<file path="config.mk">
export PLATFORM = sky130hd
export DESIGN_NAME = riscv_multicycle_ctrl
export DESIGN_NICKNAME = d
export VERILOG_FILES = /design/src/rtl/riscv_ctrl_pkg.sv /design/src/rtl/riscv_opcode_class.sv /design/src/rtl/riscv_multicycle_ctrl.sv
export SDC_FILE = /design/constraint.sdc
export NUM_CORES = 1
export LEC_CHECK = 0
export ABC_AREA = 1
export CORE_MARGIN = 2
export CORE_UTILIZATION = 46
export CTS_BUF_LIST = sky130_fd_sc_hd__clkbuf_4
export DETAILED_ROUTE_END_ITERATION = 10
export GPL_ROUTABILITY_DRIVEN = 0
export GPL_TIMING_DRIVEN = 0
export HOLD_SLACK_MARGIN = 0.03
export PLACE_DENSITY = 0.8
export SLEW_MARGIN = 20
export SYNTH_ARGS = -nofsm -noshare
export SYNTH_HDL_FRONTEND = slang
export SYNTH_SLANG_ARGS = --single-unit
</file>
<file path="constraint.sdc">
create_clock -name clk -period 1.9 [get_ports clk]
set_input_delay 0.38 -clock clk [delete_from_list [all_inputs] [get_ports clk]]
set_output_delay 0.38 -clock clk [all_outputs]
set_load 0.1 [all_outputs]
</file>
<file path="src/rtl/riscv_ctrl_pkg.sv">
// riscv_ctrl_pkg: opcodes, FSM states, instruction classes and datapath select encodings
package riscv_ctrl_pkg;
   localparam logic [6:0] OP_R      = 7'b0110011;
   localparam logic [6:0] OP_I      = 7'b0010011;
   localparam logic [6:0] OP_LOAD   = 7'b0000011;
   localparam logic [6:0] OP_STORE  = 7'b0100011;
   localparam logic [6:0] OP_LUI    = 7'b0110111;
   localparam logic [6:0] OP_AUIPC  = 7'b0010111;
   localparam logic [6:0] OP_JAL    = 7'b1101111;
   localparam logic [6:0] OP_JALR   = 7'b1100111;
   localparam logic [6:0] OP_BRANCH = 7'b1100011;

   typedef enum logic [2:0] {
      S_FETCH  = 3'd0,
      S_DECODE = 3'd1,
      S_EXEC   = 3'd2,
      S_MEM    = 3'd3,
      S_WB     = 3'd4,
      S_TRAP   = 3'd5
   } state_e;

   typedef enum logic [3:0] {
      CL_R, CL_I, CL_LOAD, CL_STORE, CL_LUI, CL_AUIPC, CL_JAL, CL_JALR, CL_BRANCH, CL_ILL
   } class_e;

   localparam logic [1:0] ALU_ADD   = 2'b00;
   localparam logic [1:0] ALU_PASSB = 2'b01;
   localparam logic [1:0] ALU_FUNCT = 2'b10;
   localparam logic [1:0] ALU_BR    = 2'b11;

   localparam logic [1:0] A_RS1  = 2'b00;
   localparam logic [1:0] A_PC   = 2'b01;
   localparam logic [1:0] A_ZERO = 2'b10;

   localparam logic [1:0] B_RS2  = 2'b00;
   localparam logic [1:0] B_IMM  = 2'b01;
   localparam logic [1:0] B_FOUR = 2'b10;

   localparam logic [1:0] WB_ALU = 2'b00;
   localparam logic [1:0] WB_MEM = 2'b01;
   localparam logic [1:0] WB_PC4 = 2'b10;
endpackage

</file>
<file path="src/rtl/riscv_opcode_class.sv">
// riscv_opcode_class: maps an RV32I opcode to its instruction class and a legal flag
module riscv_opcode_class
   import riscv_ctrl_pkg::*;
#(
   parameter int ENABLE_EXT = 1
) (
   input  logic [6:0] opcode_i,
   output class_e     cls_o,
   output logic       legal_o
);
   // AUIPC/JALR collapse to the illegal class when the extension is off
   always_comb begin
      cls_o = CL_ILL;
      case (opcode_i)
         OP_R:      cls_o = CL_R;
         OP_I:      cls_o = CL_I;
         OP_LOAD:   cls_o = CL_LOAD;
         OP_STORE:  cls_o = CL_STORE;
         OP_LUI:    cls_o = CL_LUI;
         OP_AUIPC:  cls_o = ENABLE_EXT != 0 ? CL_AUIPC : CL_ILL;
         OP_JAL:    cls_o = CL_JAL;
         OP_JALR:   cls_o = ENABLE_EXT != 0 ? CL_JALR : CL_ILL;
         OP_BRANCH: cls_o = CL_BRANCH;
         default:   cls_o = CL_ILL;
      endcase
      legal_o = cls_o != CL_ILL;
   end
endmodule

</file>
<file path="src/rtl/riscv_multicycle_ctrl.sv">
// riscv_multicycle_ctrl: multi-cycle RV32I control FSM with memory handshakes and traps
module riscv_multicycle_ctrl
   import riscv_ctrl_pkg::*;
#(
   parameter int ENABLE_EXT     = 1,
   parameter int TIMEOUT_CYCLES = 16
) (
   input  logic       clk,
   input  logic       rst,
   input  logic [6:0] opcode,
   input  logic       imem_ready,
   input  logic       dmem_ready,
   output logic       imem_req,
   output logic       dmem_req,
   output logic       dmem_we,
   output logic       ir_write,
   output logic       pc_write,
   output logic       pc_src,
   output logic       branch,
   output logic       reg_write,
   output logic [1:0] alu_src_a,
   output logic [1:0] alu_src_b,
   output logic [1:0] alu_op,
   output logic [1:0] wb_sel,
   output logic       illegal_instr,
   output logic       mem_timeout,
   output logic [2:0] state_o
);
   localparam int CW = TIMEOUT_CYCLES > 0 ? $clog2(TIMEOUT_CYCLES + 1) : 1;
   localparam logic [CW-1:0] LIMIT = CW'(TIMEOUT_CYCLES > 0 ? TIMEOUT_CYCLES - 1 : 0);

   state_e          state_q, state_d;
   class_e          class_q, class_d, dec_cls;
   logic            dec_legal;
   logic [CW-1:0]   cnt_q, cnt_d;
   logic            ill_q, ill_d, to_q, to_d;
   logic            limit;

   riscv_opcode_class #(.ENABLE_EXT(ENABLE_EXT)) u_class (
      .opcode_i (opcode),
      .cls_o    (dec_cls),
      .legal_o  (dec_legal)
   );

   assign limit         = (TIMEOUT_CYCLES > 0) && (cnt_q == LIMIT);
   assign illegal_instr = ill_q & ~rst;
   assign mem_timeout   = to_q & ~rst;
   assign state_o       = state_q;

   // state, class, wait counter and sticky trap flags
   always_ff @(posedge clk) begin
      if (rst) begin
         state_q <= S_FETCH;
         class_q <= CL_R;
         cnt_q   <= '0;
         ill_q   <= 1'b0;
         to_q    <= 1'b0;
      end else begin
         state_q <= state_d;
         class_q <= class_d;
         cnt_q   <= cnt_d;
         ill_q   <= ill_d;
         to_q    <= to_d;
      end
   end

   // next state plus Moore strobes; the wait counter only survives while a wait state repeats
   always_comb begin
      state_d   = state_q;
      class_d   = class_q;
      cnt_d     = '0;
      ill_d     = ill_q;
      to_d      = to_q;
      imem_req  = 1'b0;
      dmem_req  = 1'b0;
      dmem_we   = 1'b0;
      ir_write  = 1'b0;
      pc_write  = 1'b0;
      pc_src    = 1'b0;
      branch    = 1'b0;
      reg_write = 1'b0;
      alu_src_a = A_RS1;
      alu_src_b = B_RS2;
      alu_op    = ALU_ADD;
      wb_sel    = WB_ALU;
      case (state_q)
         S_FETCH: begin
            imem_req  = 1'b1;
            alu_src_a = A_PC;
            alu_src_b = B_FOUR;
            if (imem_ready) begin
               ir_write = 1'b1;
               pc_write = 1'b1;
               state_d  = S_DECODE;
            end else if (limit) begin
               state_d = S_TRAP;
               to_d    = 1'b1;
            end else begin
               cnt_d = cnt_q + CW'(1);
            end
         end
         S_DECODE: begin
            class_d = dec_cls;
            state_d = dec_legal ? S_EXEC : S_TRAP;
            ill_d   = ill_q | ~dec_legal;
         end
         S_EXEC: begin
            state_d = S_WB;
            case (class_q)
               CL_R:              alu_op = ALU_FUNCT;
               CL_I: begin
                  alu_src_b = B_IMM;
                  alu_op    = ALU_FUNCT;
               end
               CL_LOAD, CL_STORE: begin
                  alu_src_b = B_IMM;
                  state_d   = S_MEM;
               end
               CL_LUI: begin
                  alu_src_a = A_ZERO;
                  alu_src_b = B_IMM;
                  alu_op    = ALU_PASSB;
               end
               CL_AUIPC, CL_JAL: begin
                  alu_src_a = A_PC;
                  alu_src_b = B_IMM;
               end
               CL_JALR:           alu_src_b = B_IMM;
               CL_BRANCH: begin
                  alu_op  = ALU_BR;
                  branch  = 1'b1;
                  state_d = S_FETCH;
               end
               default: begin
                  state_d = S_TRAP;
                  ill_d   = 1'b1;
               end
            endcase
         end
         S_MEM: begin
            dmem_req = 1'b1;
            dmem_we  = class_q == CL_STORE;
            if (dmem_ready) begin
               state_d = class_q == CL_STORE ? S_FETCH : S_WB;
            end else if (limit) begin
               state_d = S_TRAP;
               to_d    = 1'b1;
            end else begin
               cnt_d = cnt_q + CW'(1);
            end
         end
         S_WB: begin
            reg_write = 1'b1;
            wb_sel    = class_q == CL_LOAD ? WB_MEM :
                        (class_q == CL_JAL || class_q == CL_JALR) ? WB_PC4 : WB_ALU;
            pc_write  = class_q == CL_JAL || class_q == CL_JALR;
            pc_src    = pc_write;
            state_d   = S_FETCH;
         end
         S_TRAP: state_d = S_TRAP;
         default: state_d = S_TRAP;
      endcase
      if (rst) begin
         imem_req  = 1'b0;
         dmem_req  = 1'b0;
         dmem_we   = 1'b0;
         ir_write  = 1'b0;
         pc_write  = 1'b0;
         pc_src    = 1'b0;
         branch    = 1'b0;
         reg_write = 1'b0;
         alu_src_a = 2'b00;
         alu_src_b = 2'b00;
         alu_op    = 2'b00;
         wb_sel    = 2'b00;
      end
   end
endmodule

</file>
==> key figures, run 1 <==
Synth
  – Area leader, netlist: dfxtp_1
  – Yosys Warn Count: 0
  – Synth cell types: 26
  – Cells taking the most area after synthesis: dfxtp_1 28%, nand2_1 15%, nor2_1 11%
  – Mean Syn Cell Area: between 5 and 6 µm²
  – Top-count cell post-synth: nand2_1
  – Post-synth EDFFs: 0
  – Seq/Total Area, Yosys: 0.2850
  – Most used DFF post-synth: dfxtp_1
  – Post-Syn Instances: 165
  – Synth top cells by count: 40 x nand2_1, 29 x nor2_1, 20 x inv_1
  – Synth top area share: 0.2850
  – Netlist Area Pre-Place: 983.4 µm²
  – Net count of the mapped netlist: 177
  – Ys async rst share: 0
  – Flops & latches, synth: 14

Floorplanning
  – Row cnt: 16
  – Die Span X: around 50 µm
  – Core area: 1982 µm²
  – Die height: ~50 µm
  – Die area: 2524 µm²
  – Initial core utilization: 0.4962
  – Ports: 32

Routing
  – Drt via density: 5.589
  – Drt total wl: 3727 µm
  – DRT iter0 DRCs: 34
  – Avg WL per Cell: 16.13 µm
  – DR vias: 1291
  – DR DRC count: 0
  – Drt pass-1 iters: 4
  – Post-DRT Antenna Nets: 0

Final layout
  – Share of cells above drive strength 1: 0.3873
  – Fin util: 0.8769
  – Number of diodes: 0
  – Fin nets: ~220
  – Fillers: between 90 and 100
  – Sequential cell area: approximately 300 µm²
  – Area of the multi-input gates: 803.3 µm²
  – Layout area overhead: 76.72%

Timing
  – Final-report setup violation count: 5
  – Final worst-path cycle share: 1.039
  – Final slew viol count: 0
  – Clk_skew: roughly 0.00057 ns
  – Minimum clock period: 1.975 ns
  – Slew margin rel.: 0.6322
  – Least-Margin Pin Slew: 0.5541 ns
  – Hold Vio Cnt, Final: 0
  – Fmax: around 500 MHz
  – RSZ-0062 raised after global routing: true
  – Setup TNS: -0.1962 ns
  – Final setup margin: -0.07496 ns

Setup path
  – Critical path's slowest cell: dfxtp_4
  – Setup crit start kind: register
  – WP data required: 1.52 ns
  – Crit Path Max Fanout: 5
  – CP peak stage delay: 0.38 ns
  – Element type at the critical path end: primary output
  – Data arrival, critical path: approximately 1.6 ns
  – RR Startpoint: state_o[0]$_SDFF_PP0_
  – Critical path type: reg2out
  – Critical Path Start: state_o[0]$_SDFF_PP0_
  – CP cell instances: inv_2, nand2_2, nor2_4, inv_2, nor2_4, buf_12, buf_12

CTS
  – # hold bufs at CTS: 0
  – Root Driver: clkbuf_4
  – Worst skew pair latency: ~0.28 ns
  – Worst-path clk slew: 0.08 ns
  – CTS H-tree lvls: 1
  – CTS Buf Count: 3
  – CTS tree: built
  – Worst-case clock buffer depth: 2
  – Clock sink count: 14

Worst hold path
  – Hold Crit Class: in2reg
  – Hold Crit Start: rst

Pwr
  – Worst vdd ir: ~0.72 mV
  – Cell leakage power: 0.7574 nW
  – Sequential Power Share: 0.296
  – Combinational share of power: 0.582
  – Pwr dens: 800.0 nW/µm²
  – Sw Pwr: 0.7256 mW
  – Clock power share: 0.121
  – Internal: 0.6648 mW
  – Switching share of power: 0.5219

Placement
  – Post-place setup slack: -0.8755 ns
  – PortBufs: 30
  – DP HPWL: 2134 µm

Global route
  – Initial antenna violation count: 0
  – Largest net degree at the start of global routing: 11
  – Vias in the first global route: between 1k and 1.5k
  – Total gr overflow: 0
  – First-pass GRT wire length: 5333 µm
  – Total GRT Usage: 0.2801

Outcome
  – Status: finished, violations left
  – Failing checks: negative setup slack

Run
  – Maxcap violations: 0
## power by group through the flow
stage,Sequential [mW],Combinational (mW),Clock [mW]
after floorplan,0.454,0.469,0
after global placement,0.393,0.652,0
after detailed placement,0.395,0.667,0
after CTS,0.395,0.725,0.166
after global routing,0.414,0.842,0.182
final,0.412,0.810,0.169
## cell type report
| class | instances | area share |
|---|---|---|
| tap | 27 | 0.01944 |
| sequential | 14 | 0.1735 |
| clock buffer | 3 | 0.01296 |
| multi-input combinational | 122 | 0.4622 |
| buffer | 3 | 0.02232 |
| timing repair buffer | 35 | 0.2484 |
| clock inverter | 1 | 0.002160 |
| inverter | 26 | 0.05903 |
## metal layers
metal | GRT usage | part of all wire | vias up
li1 | - | - | 615
met1 | 0.2879 | 0.38 | 597
met2 | 0.5175 | 0.52 | 64
met3 | 0.04762 | 0.062 | 15
met4 | 0.1759 | 0.036 | 0
met5 | 0 | 0 | -
## flip-flops by register name, summed over array words and instances (netlist names)
| name | flops |
|---|---|
| class_q | 4 |
| cnt_q | 5 |
| ill_q | 1 |
| state_o | 3 |
| to_q | 1 |
## through the flow
| stage | hold slack (ns) | power [mW] | instance area, µm² | instances |
|---|---|---|---|---|
| 2_1_floorplan | 0.4175 | 0.9232 | 1186 | 165 |
| 3_3_place_gp | 0.4304 | 1.045 | 1520 | 222 |
| 3_5_place_dp | 0.4345 | 1.062 | 1520 | 222 |
| 4_1_cts | 0.4120 | 1.287 | 1660 | 228 |
| 5_1_grt | 0.4216 | 1.438 | 1738 | 231 |
| 6_report | 0.4020 | 1.390 | 1738 | 231 |
## cells by family after synthesis
family          after synthesis  share of synthesized area
compound gates               18                     0.1031
xor+xnor                      2                    0.01781
fa+ha+maj                     1                    0.01272
buf+inv                      29                     0.1145
flops                        14                     0.2850
simple gates                101                     0.4669
## worst max-delay path, delay by kind of cell, from the launching register on
family / cells / cell delay (ns)
buffers and inverters: 4 / 0.49
DFF: 1 / 0.38
and+or+nand+nor: 3 / 0.45
## placed cells by master, fill, tap and decap left out, types with 3 or more instances in the layout
cell / count
buf_12: 9
a21oi_1: 6
clkdlybuf4s15_2: 4
buf_8: 3
nand2_1: 35
nand3_1: 13
a21oi_4: 4
dfxtp_1: 7
nand2_2: 4
inv_1: 19
nor2_1: 17
clkdlybuf4s50_1: 9
dfxtp_4: 5
clkbuf_4: 4
buf_4: 6
nand4_1: 5
buf_6: 3
nor3_4: 4
inv_2: 5
nor2_4: 12
## final timing paths
check	endpoint	slack, ns	depth (start not counted)
max	alu_src_b[1]	-0.07	7
min	state_o[2]$_SDFF_PP0_	0.40	2
max reg2reg	to_q$_SDFFE_PP0P_	0.44	7
min reg2reg	cnt_q[4]$_SDFF_PP0_	0.45	2
## repair_timing
action | CTS | global route
gates resized for setup | 144 | 20
hold endpoints to repair | 0 | 0
setup buffers | 2 | 3
pin swaps | 5 | 8
setup endpoints to repair | 21 | 16
Power figures use the tool's default switching activity.
==> inputs of run 2 (changes only) <==
- CAP_MARGIN: default -> 0
==> results of run 2 <==
The final DEF is identical to that of run 1; final timing and power are the same.
==> inputs of run 3 (changes only) <==
- CORE_MARGIN: 2 -> 5
- SLEW_MARGIN: 20 -> default
==> run 3 against run 2 <==
  * The run still ends with negative setup slack left
  * Combinational power increased by 0.7%
  * Sequential power decreased by 1%
  * Highest routed layer unchanged
  * Clock skew increased by 0.0031 ns
  * Critical endpoint is now pc_write
  * Non-clock buffer count increased by 6
  * Sequential cell count unchanged
  * Clock power increased by 3%
  * Utilization increased by 0.31 points
==> key figures, run 3 (synthesized netlist as in run 1, its figures left out) <==
Setup path
  – Crit Path Max Fanout: 5 (unchanged)
  – Critical path type: reg2out (unchanged)
  – Kind of cell adding the most delay to the critical path: simple AND/OR/NAND/NOR gates (was buffers and inverters)
  – Number of buffers and inverters on the critical path: 2 (was 4)
  – WP data required: 1.52 ns (about the same)
  – Setup crit start kind: register (unchanged)
  – R2r endpoint: state_o[1]$_SDFF_PP0_ (was to_q$_SDFFE_PP0P_)
  – Element type at the critical path end: primary output (unchanged)
  – FF-to-FF path depth: 7 (unchanged)
  – RR Startpoint: state_o[1]$_SDFF_PP0_ (was state_o[0]$_SDFF_PP0_)
  – Critical path's slowest cell: dfxtp_4 (unchanged)
  – CP cell instances: inv_2, nand2_2, nor2_4, nand3_4, a21oi_4, buf_12 (was inv_2, nand2_2, nor2_4, inv_2, nor2_4, buf_12, buf_12)
  – FF-to-FF setup slack: 0.47 ns (was 0.44 ns)
  – CP peak stage delay: 0.38 ns (about the same)
  – Data arrival, critical path: 1.57 ns (was 1.59 ns)

CTS
  – Worst-path clk slew: 0.09 ns (was 0.08 ns)
  – # hold bufs at CTS: 0 (unchanged)
  – CTS H-tree lvls: 1 (unchanged)
  – CTS Buf Count: 3 (unchanged)
  – Root Driver: clkbuf_4 (unchanged)
  – Clock sink count: 14 (unchanged)
  – Worst-case clock buffer depth: 2 (unchanged)
  – CTS tree: built (unchanged)
  – Worst skew pair latency: 0.28 ns (about the same)

Worst hold path
  – WHS Endpoint: state_o[2]$_SDFF_PP0_ (unchanged)
  – Hold Crit Class: in2reg (unchanged)
  – Worst hold path depth: 2 (unchanged)
  – Hold Crit Start: rst (unchanged)

Pwr
  – Combinational share of power: 0.584 (was 0.582)
  – Internal: 0.6770 mW (was 0.6648 mW)
  – Switching share of power: 0.5151 (was 0.5219)
  – Pwr dens: 792.6 nW/µm² (was 800.0 nW/µm²)
  – Cell leakage power: 0.7859 nW (was 0.7574 nW)
  – Sw Pwr: 0.7193 mW (was 0.7256 mW)
  – Total power draw: 1.396 mW (was 1.390 mW)
  – Sequential Power Share: 0.291 (was 0.296)
  – Worst vdd ir: 0.7725 mV (was 0.7213 mV)
  – Clock power share: 0.124 (was 0.121)

Routing
  – DR vias: 1320 (was 1291)
  – Post-DRT Antenna Nets: 0 (unchanged)
  – DR DRC count: 0 (unchanged)
  – DRT iter0 DRCs: 42 (was 34)
  – Avg WL per Cell: 15.09 µm (was 16.13 µm)
  – Drt via density: 5.570 (was 5.589)
  – Drt total wl: 3576 µm (was 3727 µm)
  – Drt pass-1 iters: 4 (unchanged)

Final layout
  – Fin nets: 223 (was 217)
  – Area of the multi-input gates: 803.3 µm² (unchanged)
  – Sequential cell area: 301.5 µm² (unchanged)
  – Layout Cells excl Fill: 237 (was 231)
  – Fillers: 91 (was 98)
  – Number of diodes: 0 (unchanged)
  – Fin util: 0.8800 (was 0.8769)
  – Share of cells above drive strength 1: 0.4048 (was 0.3873)
  – Max reg flops: 5 (unchanged)
  – Layout area overhead: 79.13% (was 76.72%)
  – Final Instance Area: 1762 µm² (was 1738 µm²)
  – Commonest non-fill, non-tap cell in the layout: nand2_1 (unchanged)
  – Most frequent cells in the layout: 35 x nand2_1, 18 x inv_1, 17 x nor2_1, 13 x nand3_1 (was 35 x nand2_1, 19 x inv_1, 17 x nor2_1, 13 x nand3_1, 12 x nor2_4)
  – Largest Register: cnt_q (unchanged)

Global route
  – Total gr overflow: 0 (unchanged)
  – Vias in the first global route: 1177 (was 1205)
  – Largest net degree at the start of global routing: 11 (unchanged)
  – Initial antenna violation count: 0 (unchanged)
  – Total GRT Usage: 0.1880 (was 0.2801)
  – First-pass GRT wire length: 4940 µm (was 5333 µm)

Outcome
  – Status: finished, violations left (unchanged)
  – Failing checks: negative setup slack (unchanged)

Timing
  – Final worst-path cycle share: 1.027 (was 1.039)
  – Final setup margin: -0.05071 ns (was -0.07496 ns)
  – Hold Vio Cnt, Final: 0 (unchanged)
  – Slew margin rel.: 0.3669 (was 0.6322)
  – Fmax: 512.6 MHz (was 506.3 MHz)
  – Least-Margin Pin Slew: 0.9533 ns (was 0.5541 ns)
  – Setup TNS: -0.09755 ns (was -0.1962 ns)
  – RSZ-0062 raised after global routing: true (unchanged)
  – Final-report setup violation count: 4 (was 5)
  – WHS: 0.4211 ns (was 0.4020 ns)
  – Final slew viol count: 0 (unchanged)
  – Clk_skew: 0.003715 ns (was 0.0005734 ns)
  – Minimum clock period: 1.951 ns (was 1.975 ns)

Floorplanning
  – Row cnt: 16 (unchanged)
  – Die area: 3162 µm² (was 2524 µm²)
  – Die Span X: 56.24 µm (was 50.24 µm)
  – Ports: 32 (unchanged)
  – Die height: 56.24 µm (was 50.24 µm)
  – Initial core utilization: 0.4912 (was 0.4962)
  – Core area: 2002 µm² (was 1982 µm²)

Placement
  – Placed cells: 222 (unchanged)
  – Placed Area: 1520 µm² (unchanged)
  – Post-place setup slack: -0.8780 ns (was -0.8755 ns)
  – DP HPWL: 2205 µm (was 2134 µm)
  – PortBufs: 30 (unchanged)

Run
  – Maxcap violations: 0 (unchanged)
-- run 3: changes by cell type in the layout (fill, tap and decap cells not counted), sizes merged --
cell           change
clkdlybuf4s18      +1
clkdlybuf4s15      -1
clkbuf             -2
buf                +8
-- run 3: per-layer routing --
layer / track usage / part of all wire / routed length, µm / up-vias
li1: - / - / - / 621
met1: 0.2070 / 0.36 / 1301 / 593
met4: 0.04068 / 0.037 / 134 / 0
met5: 0 / 0 / 0 / -
met2: 0.3706 / 0.51 / 1809 / 90
met3: 0.02784 / 0.092 / 330 / 16
-- run 3: layout make-up --
type                       instances  share of cell area
multi-input combinational        122              0.4560
tap                               27             0.01918
buffer                             3             0.01847
inverter                          26             0.05966
sequential                        14              0.1712
clock buffer                       3             0.01278
clock inverter                     1            0.002131
timing repair buffer              41              0.2607
-- run 3: power groups by stage --
stage                     registers, mW  logic, mW  clock network [mW]
after floorplan                   0.454      0.469                   0
after global placement            0.393      0.653                   0
after detailed placement          0.394      0.665                   0
after CTS                         0.391      0.711               0.174
after global routing              0.412      0.856               0.188
final                             0.407      0.816               0.174
-- run 3: worst max path at each step --
stage,from,end,slack [ns],cells after the start
after floorplan,state_o[1]$_SDFF_PP0_,alu_src_b[0],-0.30,4
after global placement,rst,alu_src_b[1],-0.87,5
after detailed placement,rst,alu_src_b[1],-0.88,5
after CTS,state_o[1]$_SDFF_PP0_,alu_src_a[0],-0.06,5
after global routing,state_o[0]$_SDFF_PP0_,pc_write,-0.09,6
final,state_o[0]$_SDFF_PP0_,pc_write,-0.05,6
-- run 3: what timing repair did --
item / CTS / global route
resized for setup: 139 / 24
gates cloned: 0 / 0
pin swaps: 4 / 10
setup buffers: 1 / 10
endpoints found under the setup margin: 21 / 17
